==> config.mk <==
export PLATFORM = sky130hd
export DESIGN_NAME = yuv422to444_flat
export DESIGN_NICKNAME = d
export VERILOG_FILES = /design/src/rtl/yuv_stream_pkg.sv /design/src/rtl/yuv422to444_if.sv /design/src/rtl/yuv422to444.sv /design/src/flat_wrapper.sv
export SDC_FILE = /design/constraint.sdc
export NUM_CORES = 1
export LEC_CHECK = 0
export ABC_CLOCK_PERIOD_IN_PS = 5500
export CORE_AREA = 3 3 81 113
export DETAILED_ROUTE_END_ITERATION = 7
export DIE_AREA = 0 0 84 116
export PLACE_DENSITY = 0.85
export SLEW_MARGIN = 25
export SYNTH_ARGS = -nofsm -noshare
export SYNTH_HDL_FRONTEND = slang
export SYNTH_SLANG_ARGS = --single-unit
export TNS_END_PERCENT = 20
==> constraint.sdc <==
create_clock -name aclk -period 5.5 [get_ports aclk]
set_input_delay 0.825 -clock aclk [delete_from_list [all_inputs] [get_ports aclk]]
set_output_delay 0.825 -clock aclk [all_outputs]
set_load 0.1 [all_outputs]
==> src/rtl/yuv_stream_pkg.sv <==
// yuv_stream_pkg: shared definitions for the YUYV 4:2:2 -> 4:4:4 chroma upsampler.
//   - byte offsets of the Y/U/V samples inside a packed 64-bit YUYV beat
//   - field offsets inside a 32-bit 4:4:4 pixel word
//   - upsampler FSM state type
//   - pack444(): builds one pixel word
package yuv_stream_pkg;

    // YUYV input beat: b0=Y0 b1=U0 b2=Y1 b3=V0 b4=Y2 b5=U1 b6=Y3 b7=V1
    localparam int unsigned IN_Y0_OFS = 0;
    localparam int unsigned IN_U0_OFS = 8;
    localparam int unsigned IN_Y1_OFS = 16;
    localparam int unsigned IN_V0_OFS = 24;
    localparam int unsigned IN_Y2_OFS = 32;
    localparam int unsigned IN_U1_OFS = 40;
    localparam int unsigned IN_Y3_OFS = 48;
    localparam int unsigned IN_V1_OFS = 56;

    // 4:4:4 pixel word: [7:0]=V [15:8]=U [23:16]=Y [31:24]=pad
    localparam int unsigned PIX_V_OFS   = 0;
    localparam int unsigned PIX_U_OFS   = 8;
    localparam int unsigned PIX_Y_OFS   = 16;
    localparam int unsigned PIX_PAD_OFS = 24;

    typedef enum logic [1:0] {EMPTY, FIRST, SECOND} upsamp_state_t;

    function automatic logic [31:0] pack444(input logic [7:0] y, input logic [7:0] u,
                                            input logic [7:0] v, input logic [7:0] pad);
        logic [31:0] w;
        w = '0;
        w[PIX_V_OFS   +: 8] = v;
        w[PIX_U_OFS   +: 8] = u;
        w[PIX_Y_OFS   +: 8] = y;
        w[PIX_PAD_OFS +: 8] = pad;
        return w;
    endfunction

endpackage

==> src/rtl/yuv422to444_if.sv <==
// nasti_stream_channel: AXI-stream style channel bundle.
//   master modport drives valid/data/sideband and samples ready;
//   slave modport is the mirror image.
interface nasti_stream_channel #(
    parameter int unsigned DATA_WIDTH = 64,
    parameter int unsigned USER_WIDTH = 1,
    parameter int unsigned DEST_WIDTH = 1,
    parameter int unsigned ID_WIDTH   = 1
);
    logic                    t_valid;
    logic                    t_ready;
    logic [DATA_WIDTH-1:0]   t_data;
    logic [DATA_WIDTH/8-1:0] t_strb;
    logic [DATA_WIDTH/8-1:0] t_keep;
    logic                    t_last;
    logic [ID_WIDTH-1:0]     t_id;
    logic [DEST_WIDTH-1:0]   t_dest;
    logic [USER_WIDTH-1:0]   t_user;

    modport master (
        output t_valid, t_data, t_strb, t_keep, t_last, t_id, t_dest, t_user,
        input  t_ready
    );

    modport slave (
        input  t_valid, t_data, t_strb, t_keep, t_last, t_id, t_dest, t_user,
        output t_ready
    );
endinterface

==> src/rtl/yuv422to444.sv <==
// yuv422to444: nearest-neighbour chroma upsampler, YUYV 4:2:2 -> 4:4:4.
//   One 64-bit input beat (4 pixels) becomes two 64-bit output beats (2 pixels each).
// Ports:
//   aclk   - clock
//   areset - asynchronous active-high reset
//   src    - YUYV 4:2:2 input stream (slave)
//   dst    - 4:4:4 output stream (master), pixel word {pad, Y, U, V}
module yuv422to444
    import yuv_stream_pkg::*;
#(
    parameter int unsigned DATA_WIDTH = 64,
    parameter int unsigned USER_WIDTH = 1,
    parameter int unsigned DEST_WIDTH = 1,
    parameter logic [7:0]  PAD_BYTE   = 8'h00
) (
    input  logic                aclk,
    input  logic                areset,
    nasti_stream_channel.slave  src,
    nasti_stream_channel.master dst
);

    if (DATA_WIDTH != 64) begin : g_width_check
        $error("yuv422to444: only DATA_WIDTH = 64 is supported");
    end

    upsamp_state_t         state_q, state_d;
    logic [63:0]           data_q, data_d;
    logic                  last_q, last_d;
    logic                  half_q, half_d;
    logic [USER_WIDTH-1:0] user_q, user_d;
    logic [DEST_WIDTH-1:0] dest_q, dest_d;

    logic        src_hs;
    logic        capture;
    logic [63:0] beat_a, beat_b;

    assign beat_a = {pack444(data_q[IN_Y1_OFS +: 8], data_q[IN_U0_OFS +: 8],
                             data_q[IN_V0_OFS +: 8], PAD_BYTE),
                     pack444(data_q[IN_Y0_OFS +: 8], data_q[IN_U0_OFS +: 8],
                             data_q[IN_V0_OFS +: 8], PAD_BYTE)};
    assign beat_b = {pack444(data_q[IN_Y3_OFS +: 8], data_q[IN_U1_OFS +: 8],
                             data_q[IN_V1_OFS +: 8], PAD_BYTE),
                     pack444(data_q[IN_Y2_OFS +: 8], data_q[IN_U1_OFS +: 8],
                             data_q[IN_V1_OFS +: 8], PAD_BYTE)};

    assign src_hs = src.t_valid & src.t_ready;

    always_comb begin
        state_d     = state_q;
        capture     = 1'b0;
        src.t_ready = 1'b0;
        dst.t_valid = 1'b0;
        dst.t_data  = '0;
        dst.t_last  = 1'b0;
        unique case (state_q)
            EMPTY: begin
                src.t_ready = 1'b1;
                if (src.t_valid) begin
                    capture = 1'b1;
                    state_d = FIRST;
                end
            end
            FIRST: begin
                dst.t_valid = 1'b1;
                dst.t_data  = beat_a;
                dst.t_last  = half_q & last_q;
                // A half beat ends here, so the slot can be refilled in the same cycle.
                src.t_ready = half_q & dst.t_ready;
                if (dst.t_ready) begin
                    if (!half_q) begin
                        state_d = SECOND;
                    end else if (src.t_valid) begin
                        capture = 1'b1;
                        state_d = FIRST;
                    end else begin
                        state_d = EMPTY;
                    end
                end
            end
            SECOND: begin
                dst.t_valid = 1'b1;
                dst.t_data  = beat_b;
                dst.t_last  = last_q;
                src.t_ready = dst.t_ready;
                if (dst.t_ready) begin
                    if (src.t_valid) begin
                        capture = 1'b1;
                        state_d = FIRST;
                    end else begin
                        state_d = EMPTY;
                    end
                end
            end
            default: state_d = EMPTY;
        endcase
    end

    always_comb begin
        data_d = data_q;
        last_d = last_q;
        half_d = half_q;
        user_d = user_q;
        dest_d = dest_q;
        if (capture) begin
            data_d = src.t_data;
            last_d = src.t_last;
            // Only 8'h0F is a half beat; any other keep pattern is treated as full.
            half_d = (src.t_keep == 8'h0F);
            user_d = src.t_user;
            dest_d = src.t_dest;
        end
    end

    always_ff @(posedge aclk or posedge areset) begin
        if (areset) begin
            state_q <= EMPTY;
            data_q  <= '0;
            last_q  <= 1'b0;
            half_q  <= 1'b0;
            user_q  <= '0;
            dest_q  <= '0;
        end else begin
            state_q <= state_d;
            data_q  <= data_d;
            last_q  <= last_d;
            half_q  <= half_d;
            user_q  <= user_d;
            dest_q  <= dest_d;
        end
    end

    assign dst.t_user = user_q;
    assign dst.t_dest = dest_q;
    assign dst.t_keep = '1;
    assign dst.t_strb = '1;
    assign dst.t_id   = '0;

    logic unused_src;
    assign unused_src = ^{src.t_id, src.t_strb};

    a_legal_keep: assert property (@(posedge aclk) disable iff (areset)
        src_hs |-> (src.t_keep == 8'hFF || src.t_keep == 8'h0F) &&
                   (src.t_strb == 8'hFF || src.t_strb == 8'h0F))
        else $error("yuv422to444: illegal keep/strb pattern on input beat");

endmodule

==> src/flat_wrapper.sv <==
// flat-port wrapper written by rule: the top's interface ports become plain ports
module yuv422to444_flat import yuv_stream_pkg::*;
#(
    parameter int unsigned DATA_WIDTH = 64,
    parameter int unsigned USER_WIDTH = 1,
    parameter int unsigned DEST_WIDTH = 1,
    parameter logic [7:0]  PAD_BYTE   = 8'h00
)
  (aclk, areset, src_t_valid, src_t_data, src_t_strb, src_t_keep, src_t_last, src_t_id, src_t_dest, src_t_user, src_t_ready, dst_t_valid, dst_t_data, dst_t_strb, dst_t_keep, dst_t_last, dst_t_id, dst_t_dest, dst_t_user, dst_t_ready);
  nasti_stream_channel #(.DATA_WIDTH(DATA_WIDTH), .USER_WIDTH(USER_WIDTH), .DEST_WIDTH(DEST_WIDTH)) src_i ();
  nasti_stream_channel #(.DATA_WIDTH(DATA_WIDTH), .USER_WIDTH(USER_WIDTH), .DEST_WIDTH(DEST_WIDTH)) dst_i ();
  input  logic aclk;
  input  logic areset;
  input wire logic [$bits(src_i.t_valid)-1:0] src_t_valid;
  input wire logic [$bits(src_i.t_data)-1:0] src_t_data;
  input wire logic [$bits(src_i.t_strb)-1:0] src_t_strb;
  input wire logic [$bits(src_i.t_keep)-1:0] src_t_keep;
  input wire logic [$bits(src_i.t_last)-1:0] src_t_last;
  input wire logic [$bits(src_i.t_id)-1:0] src_t_id;
  input wire logic [$bits(src_i.t_dest)-1:0] src_t_dest;
  input wire logic [$bits(src_i.t_user)-1:0] src_t_user;
  output wire logic [$bits(src_i.t_ready)-1:0] src_t_ready;
  output wire logic [$bits(dst_i.t_valid)-1:0] dst_t_valid;
  output wire logic [$bits(dst_i.t_data)-1:0] dst_t_data;
  output wire logic [$bits(dst_i.t_strb)-1:0] dst_t_strb;
  output wire logic [$bits(dst_i.t_keep)-1:0] dst_t_keep;
  output wire logic [$bits(dst_i.t_last)-1:0] dst_t_last;
  output wire logic [$bits(dst_i.t_id)-1:0] dst_t_id;
  output wire logic [$bits(dst_i.t_dest)-1:0] dst_t_dest;
  output wire logic [$bits(dst_i.t_user)-1:0] dst_t_user;
  input wire logic [$bits(dst_i.t_ready)-1:0] dst_t_ready;
  assign src_i.t_valid = src_t_valid;
  assign src_i.t_data = src_t_data;
  assign src_i.t_strb = src_t_strb;
  assign src_i.t_keep = src_t_keep;
  assign src_i.t_last = src_t_last;
  assign src_i.t_id = src_t_id;
  assign src_i.t_dest = src_t_dest;
  assign src_i.t_user = src_t_user;
  assign src_t_ready = src_i.t_ready;
  assign dst_t_valid = dst_i.t_valid;
  assign dst_t_data = dst_i.t_data;
  assign dst_t_strb = dst_i.t_strb;
  assign dst_t_keep = dst_i.t_keep;
  assign dst_t_last = dst_i.t_last;
  assign dst_t_id = dst_i.t_id;
  assign dst_t_dest = dst_i.t_dest;
  assign dst_t_user = dst_i.t_user;
  assign dst_i.t_ready = dst_t_ready;
  yuv422to444 #(.DATA_WIDTH(DATA_WIDTH), .USER_WIDTH(USER_WIDTH), .DEST_WIDTH(DEST_WIDTH), .PAD_BYTE(PAD_BYTE)) u_core (.aclk(aclk), .areset(areset), .src(src_i), .dst(dst_i));
endmodule
==> impl_metrics.yaml, run 1 <==
final_layout:
  fillers: 676
  multiInputGateArea_um2: 1530
  diodes: 0
  area_delta_synth_final_pct: 40.3
  drive_gt1_frac: 0.173
  fin_nets: 504
  ff_latch_area_um2: 1750
clock_tree:
  holdBufCountCts: 0
  htree_levels: 3
  root_buffer: "clkbuf_16"
  clockBufferDepth: 2
  numCtsBuffers: 9
  cts_tree: "done"
  cts_setup_buffers: 0
  worstSkewPairLatency_ns: 0.33
  clk_pin_slew_ns: 0.05
  clock_sinks: 70
  cts_resized: 0
timing:
  setup_viol: 0
  worst_pin_slew_ns: 0.996
  fmax_mhz: 236
  clock_skew_ns: 0.00366
  tns_ns: 0
  fin_hold_ws_ns: 0.491
  rsz0062_at_grt: "false"
  slew_violations: 0
  relSlewSlack: 0.334
  fin_crit_ns: 4.24
  hold_viol_final: 0
  period_share: 0.771
routing:
  ant_nets: 0
  wirelength_um: 8380
  via_count: 2593
  drc: 0
  routedWlPerCell_um: 16.2
  dr.pass1.iters: 4
  drt_iter0_markers: 91
  viasPerCell: 5.02
floorplanning:
  die-area_um2: 9740
  die_h_um: 116
  core_area_um2: 8250
  die_w_um: 84
  start_util: 0.444
  top_level_ports: 174
  rows: 39
status:
  status: "complete, no violations"
critical_path:
  end_kind: "output port"
  crit_buf_inv: 3
  worst_setup_path_start_kind: "register"
  crit_chain: "inv_1, ha_1, buf_4, a22oi_1, nor2b_1, clkdlybuf4s50_1"
  crit_fanout: 18
  slowest_stage: "clkdlybuf4s50_1"
  worstPathArrival_ns: 3.42
  crit_required_ns: 4.68
  cpLargestDelayFamily: "buffers and inverters"
  crit_type: "reg2out"
  slowest_delay_ns: 1.18
placement:
  hpwl_um: 5950
  portBuffers: 131
  gp_congestion: 0.763
grt:
  grt_pass1_wl_um: 13300
  gr-total-overflow: 0
  antenna_found_initial: 0
  grt_usage: 0.176
  grt_start_max_net_pins: 71
  grt_pass1_vias: 2711
yosys:
  yosys_warnings: 0
  ys_seq_elements: 70
  async_flop_share: 1.00
  syn-cell-area_um2: 3660
  syn_area_per_cell_um2: 12.2
  seq_area_frac_synth: 0.479
  synth.distinct_cells: 26
  synth_edf_count: 0
  ys.flop_type: "dfrtp_1"
  synthCells: 299
worst_hold_path:
  hold_class: "reg2reg"
job:
  cap_violations: 0
[logic make-up (layout without fill, tap and decap cells)]
logic type | after synthesis | count (layout) | synth area share
adder cells (fa/ha/maj) | 6 | 6 | 0.0205
AND/OR/NAND/NOR | 39 | 39 | 0.0646
other | 2 | 33 | 0.00205
buffers and inverters | 72 | 157 | 0.137
multiplexers | 69 | 69 | 0.212
flip-flops | 70 | 70 | 0.479
AO/OA/AOI/OAI | 41 | 41 | 0.0852
[flip-flops by register name, indices dropped and copies added, names as in the netlist]
| signal | count |
|---|---|
| u_core.dst.t_user | 1 |
| u_core.data_q | 64 |
| u_core.last_q | 1 |
| u_core.state_q | 2 |
| u_core.dst.t_dest | 1 |
| u_core.half_q | 1 |
[final timing paths]
kind,from,cells after the start,endpoint,slack [ns]
worst min-delay path,u_core.data_q[12],1,u_core.data_q[12],0.49
worst max register to register,u_core.state_q[0],7,u_core.data_q[46],2.59
min in group asynchronous,areset,3,u_core.dst.t_user,1.08
max in group asynchronous,areset,3,u_core.last_q,3.86
worst min register to register,u_core.data_q[12],1,u_core.data_q[12],0.49
worst max-delay path,u_core.state_q[0],6,dst_t_data[12],1.26
[final cells by class]
type | count | area share
Sequential cell | 70 | 0.341
Multi-Input combinational cell | 188 | 0.299
Tap cell | 102 | 0.0249
Clock buffer | 13 | 0.0546
Clock inverter | 3 | 0.00780
Inverter | 5 | 0.00366
Timing Repair Buffer | 136 | 0.269
[Yosys cell counts, types with 2 or more instances]
cell type  number  area share
ha_1            6       0.021
conb_1          2      0.0021
a21o_1          2      0.0041
a22oi_1        32       0.066
buf_4          53        0.11
clkbuf_1       10       0.010
inv_1           5      0.0051
nor2b_1        32       0.055
buf_8           2      0.0082
mux2_2         48        0.15
mux2_1         20       0.062
a21oi_1         2      0.0027
dfrtp_1        70        0.48
nor2_1          3      0.0031
[per-stage QoR]
step	setup slack, ns	util	cell area, um^2	instances
6_report	1.26	0.623	5130	517
5_1_grt	1.08	0.623	5130	517
4_1_cts	1.23	0.622	5130	517
3_5_place_dp	1.60	0.583	4810	501
3_3_place_gp	1.61	0.580	4780	500
2_1_floorplan	1.09	-	3770	330
[layout by cell type (no fill, tap or decap), drive strengths merged, types with 2 or more instances in the layout]
master         Yosys  routed
a21o               2       2
a21oi              2       2
a22oi             32      32
buf               57       5
clkbuf            10      13
clkdlybuf4s50      0     131
clkinv             0       2
conb               2      33
dfrtp             70      70
ha                 6       6
inv                5       5
mux2              68      68
nor2               3       3
nor2b             32      32
[layer usage]
layer	vias to the layer above	part of all wire	wire length, um	GRT usage
li1	1180	-	-	-
met1	1265	0.36	3000	0.188
met2	131	0.54	4560	0.312
met3	17	0.074	624	0.0605
met4	0	0.023	194	0.0869
met5	-	0	0	0
Power of run 1 is left out: the tool's default activity adds up to more than one toggle a clock period on the data nets, which glitch-free logic cannot reach.
==> run 2, diff against run 1 <==
- ABC_CLOCK_PERIOD_IN_PS: 5500 -> 3400
- CORE_AREA: 3 3 81 113 -> 3 3 89 124
- DIE_AREA: 0 0 84 116 -> 0 0 92 127
- PLACE_DENSITY: 0.85 -> 0.75
- clock period: 5.5 -> 3.4 ns (I/O delays scaled with it)
==> run 2 against run 1 <==
Compared with the run above: register-to-register slack got worse by 1.6 ns; final area up 12%; setup slack got worse by 0.32 ns; first-iteration DRC count fell by 3.3%; global-route usage shrank 2.4 points; clock skew is essentially flat; utilization decreased by 4.9 points; highest routed layer is now met5.
==> impl_metrics.yaml, run 2 (same netlist as run 1, synthesis figures left out) <==
clock_tree:
  clock_sinks: 70
  htree_levels: 3
  holdBufCountCts: 0
  clockBufferDepth: 2
  worstSkewPairLatency_ns: 0.32
  cts_setup_buffers: 0
  cts_tree: "done"
  cts_resized: 0
  root_buffer: "clkbuf_16"
  clk_pin_slew_ns: 0.05
  numCtsBuffers: 9
final_layout:
  largest_register_ffs: 64
  regMostFlops: "u_core.data_q"
  diodes: 0
  layout_common_cells: "clkdlybuf4s50_1, dfrtp_1, buf_12"
  fin_util: 0.574
  drive_gt1_frac: 0.337
  largestRegisters: "u_core.data_q (64), u_core.state_q (2)"
  final_common_cell: "clkdlybuf4s50_1"
  fin_nets: 508
  fillers: 823
  area_delta_synth_final_pct: 56.9
timing:
  worst_pin_slew_ns: 0.970
  clock_skew_ns: 0.00345
  slew_violations: 0
  rsz0062_at_grt: "false"
  hold_viol_final: 0
  setup_viol: 0
  relSlewSlack: 0.351
  fmax_mhz: 406
  period_share: 0.724
  fin_crit_ns: 2.46
grt:
  grt_usage: 0.152
  grt_pass1_wl_um: 13700
  grt_pass1_vias: 2638
  antenna_found_initial: 1
  use_met1: 0.165
  met3_usage: 0.0359
  top_usage_layer: "met2"
  grt_start_max_net_pins: 37
  met2_usage: 0.277
  gr-total-overflow: 0
critical_path:
  r2r_cells: 7
  crit_required_ns: 2.89
  r2r_start: "u_core.state_q[0]"
  crit_type: "reg2out"
  timing.rr.end: "u_core.data_q[63]"
  rrSetupSlack_ns: 1.02
  end_kind: "output port"
  startpoint: "u_core.state_q[0]"
  worst_setup_path_start_kind: "register"
  cp-endpoint: "dst_t_data[46]"
  worstPathArrival_ns: 1.95
  crit_fanout: 18
floorplanning:
  rows: 43
  start_util: 0.366
  core_area_um2: 10000
  die_h_um: 127
  die_w_um: 92
  die-area_um2: 11700
  top_level_ports: 174
routing:
  drc: 0
  via_count: 2594
  dr.pass1.iters: 4
  routedWlPerCell_um: 15.7
  wirelength_um: 8720
  viasPerCell: 4.68
  drt_iter0_markers: 88
  ant_nets: 0
worst_hold_path:
  hold_class: "reg2reg"
placement:
  hpwl_um: 6590
  gp_congestion: 0.702
  portBuffers: 131
job:
  cap_violations: 0
status:
  status: "complete, no violations"
[run 2: cell types whose count changed in the layout (fill, tap and decap cells not counted), sizes merged]
| cell | delta |
|---|---|
| bufinv | +1 |
| buf | +55 |
| clkbuf | -1 |
| clkdlybuf4s50 | -51 |
[run 2: worst min-delay path by stage]
stage,start,end,slack [ns],cells after the start
detailed placement,u_core.data_q[14],u_core.data_q[14],0.48,1
finish,u_core.data_q[22],u_core.data_q[22],0.49,1
floorplan,u_core.data_q[16],u_core.data_q[16],0.46,1
CTS,u_core.data_q[20],u_core.data_q[20],0.50,1
global placement,u_core.data_q[11],u_core.data_q[11],0.47,1
global route,u_core.data_q[25],u_core.data_q[25],0.51,1
[run 2: cell type report]
| class | instances | area [um^2] | area share |
|---|---|---|---|
| inverter | 5 | 18.8 | 0.00327 |
| clock buffer | 12 | 246 | 0.0429 |
| tap | 135 | 169 | 0.0294 |
| multi-input combinational | 188 | 1590 | 0.278 |
| sequential | 70 | 1750 | 0.305 |
| clock inverter | 4 | 70.1 | 0.0122 |
| timing repair buffer | 140 | 1890 | 0.329 |
[run 2: worst max-delay path: stages, from the launching register on]
cell and delay (ns):
dfrtp_1 0.43, inv_1 0.12, ha_1 0.18, buf_4 0.26
a22oi_1 0.15, nor2b_2 0.28, buf_12 0.22
[run 2: per-layer routing]
layer | vias to the layer above | part of all wire
met2 | 103 | 0.55
met3 | 17 | 0.063
met4 | 2 | 0.021
li1 | 1188 | -
met5 | - | 0.0018
met1 | 1284 | 0.36
[run 2: stage by stage]
step,cells,instance area [um^2],setup WS (ns),hold slack (ns),TNS [ns]
final,554,5740,0.937,0.488,0
after global routing,554,5740,0.857,0.508,0
after CTS,554,5740,0.917,0.495,0
after detailed placement,538,5420,1.04,0.482,0
after global placement,538,5420,1.09,0.474,0
after floorplan,330,3840,-0.158,0.465,-3.49
Power of run 2 is left out for the same reason.
==> run 3, diff against run 2 <==
- ABC_CLOCK_PERIOD_IN_PS: 3400 -> 2100
- clock period: 3.4 -> 2.1 ns (I/O delays scaled with it)
==> run 3 against run 2 <==
Compared with the run above: sequential share of layout area fell by 1.1 points; wire length fell by 3.2%; first-iteration DRC count fell by 43%; final cell count grew 0.54%; final area is 4.0% higher; die area is the same.
==> impl_metrics.yaml, run 3 (same netlist as run 1, synthesis figures left out) <==
placement:
  hpwl_um: 6310
  portBuffers: 131
  placed_area_um2: 5580
  gp_congestion: 0.728
floorplanning:
  die-area_um2: 11700
  die_w_um: 92
  rows: 43
  core_area_um2: 10000
  start_util: 0.366
  die_h_um: 127
  top_level_ports: 174
grt:
  antenna_found_initial: 0
  grt_start_max_net_pins: 71
  grt_usage: 0.145
  grt_pass1_vias: 2769
  grt_pass1_wl_um: 13400
  gr-total-overflow: 0
routing:
  drc: 0
  drt_iter0_markers: 50
  routedWlPerCell_um: 15.2
  via_count: 2596
  ant_nets: 0
  dr.pass1.iters: 6
  wirelength_um: 8450
  viasPerCell: 4.66
final_layout:
  finalInstanceArea_um2: 5970
  largestRegisters: "u_core.data_q (64), u_core.state_q (2)"
  area_delta_synth_final_pct: 63.2
  regMostFlops: "u_core.data_q"
  fin_nets: 511
  layout_common_cells: "clkdlybuf4s50_1, dfrtp_1, buf_12"
  largest_register_ffs: 64
  diodes: 0
  drive_gt1_frac: 0.408
  final_common_cell: "clkdlybuf4s50_1"
clock_tree:
  holdBufCountCts: 0
  clockBufferDepth: 2
  worstSkewPairLatency_ns: 0.32
  root_buffer: "clkbuf_16"
  cts_tree: "done"
  clk_pin_slew_ns: 0.06
  clock_sinks: 70
  htree_levels: 3
  numCtsBuffers: 9
timing:
  clock_skew_ns: 0.0102
  fmax_mhz: 486
  period_share: 0.980
  setup_viol: 0
  fin_crit_ns: 2.06
  rsz0062_at_grt: "true"
  slew_violations: 0
  hold_viol_final: 0
critical_path:
  startpoint: "u_core.state_q[0]"
  crit_type: "reg2out"
  r2r_start: "u_core.state_q[0]"
  rrSetupSlack_ns: 0.16
  end_kind: "output port"
  crit_required_ns: 1.78
  crit_fanout: 14
  worst_setup_path_start_kind: "register"
  worstPathArrival_ns: 1.74
job:
  cap_violations: 0
status:
  status: "complete, no violations"
worst_hold_path:
  hold_class: "in2async"
run 3: cell count changes in the layout (fill, tap and decap cells not counted), sizes merged:
cell           previous run  this run
clkinv                    2         4
buf                      60        65
clkbuf                   12        11
clkdlybuf4s50            80        78
bufinv                    2         1
run 3: worst paths after layout:
path	to	cells past startpoint
setup / recovery	dst_t_data[8]	6
hold / removal	u_core.data_q[2]	3
setup reg to reg	u_core.data_q[41]	6
hold reg to reg	u_core.data_q[24]	1
max in group asynchronous	u_core.data_q[20]	3
min in group aclk	u_core.data_q[24]	1
run 3: layout make-up:
type / count / area, um^2
Multi-Input combinational cell: 188 / 1740
Fill cell: 807 / 4040
Clock inverter: 5 / 50.0
Timing Repair Buffer: 143 / 2000
Tap cell: 135 / 169
Sequential cell: 70 / 1750
Inverter: 5 / 23.8
Clock buffer: 11 / 233
run 3: per-stage QoR:
stage / hold slack [ns] / utilization / setup TNS [ns] / worst slack, ns / cells
2_1_floorplan: 0.447 / - / -8.04 / -0.266 / 330
3_3_place_gp: 0.474 / 0.558 / 0 / 0.160 / 538
3_5_place_dp: 0.483 / 0.558 / 0 / 0.111 / 538
4_1_cts: 0.405 / 0.595 / 0 / 0.000297 / 555
5_1_grt: 0.435 / 0.597 / -0.669 / -0.0280 / 557
6_report: 0.393 / 0.597 / 0 / 0.0413 / 557
run 3: metal layers:
| metal | track usage | wire length, um | vias to the layer above |
|---|---|---|---|
| li1 | - | - | 1197 |
| met2 | 0.272 | 4670 | 103 |
| met4 | 0.0437 | 84 | 0 |
| met5 | 0 | 0 | - |
| met1 | 0.151 | 3060 | 1289 |
| met3 | 0.0483 | 636 | 7 |
run 3: worst max-delay path, stage by stage, from the launching register on:
cell and delay (ns):
dfrtp_2 0.46, inv_4 0.10, ha_4 0.17, buf_8 0.16, a22oi_1 0.13, nor2b_4 0.19
buf_12 0.19
run 3: what timing repair did:
action	4_1_cts	5_1_grt
setup buffers	0	2
pin swaps	0	0
setup endpoints to repair	49	47
gates resized for setup	19	2
cloned	1	0
Power of run 3 is left out for the same reason.
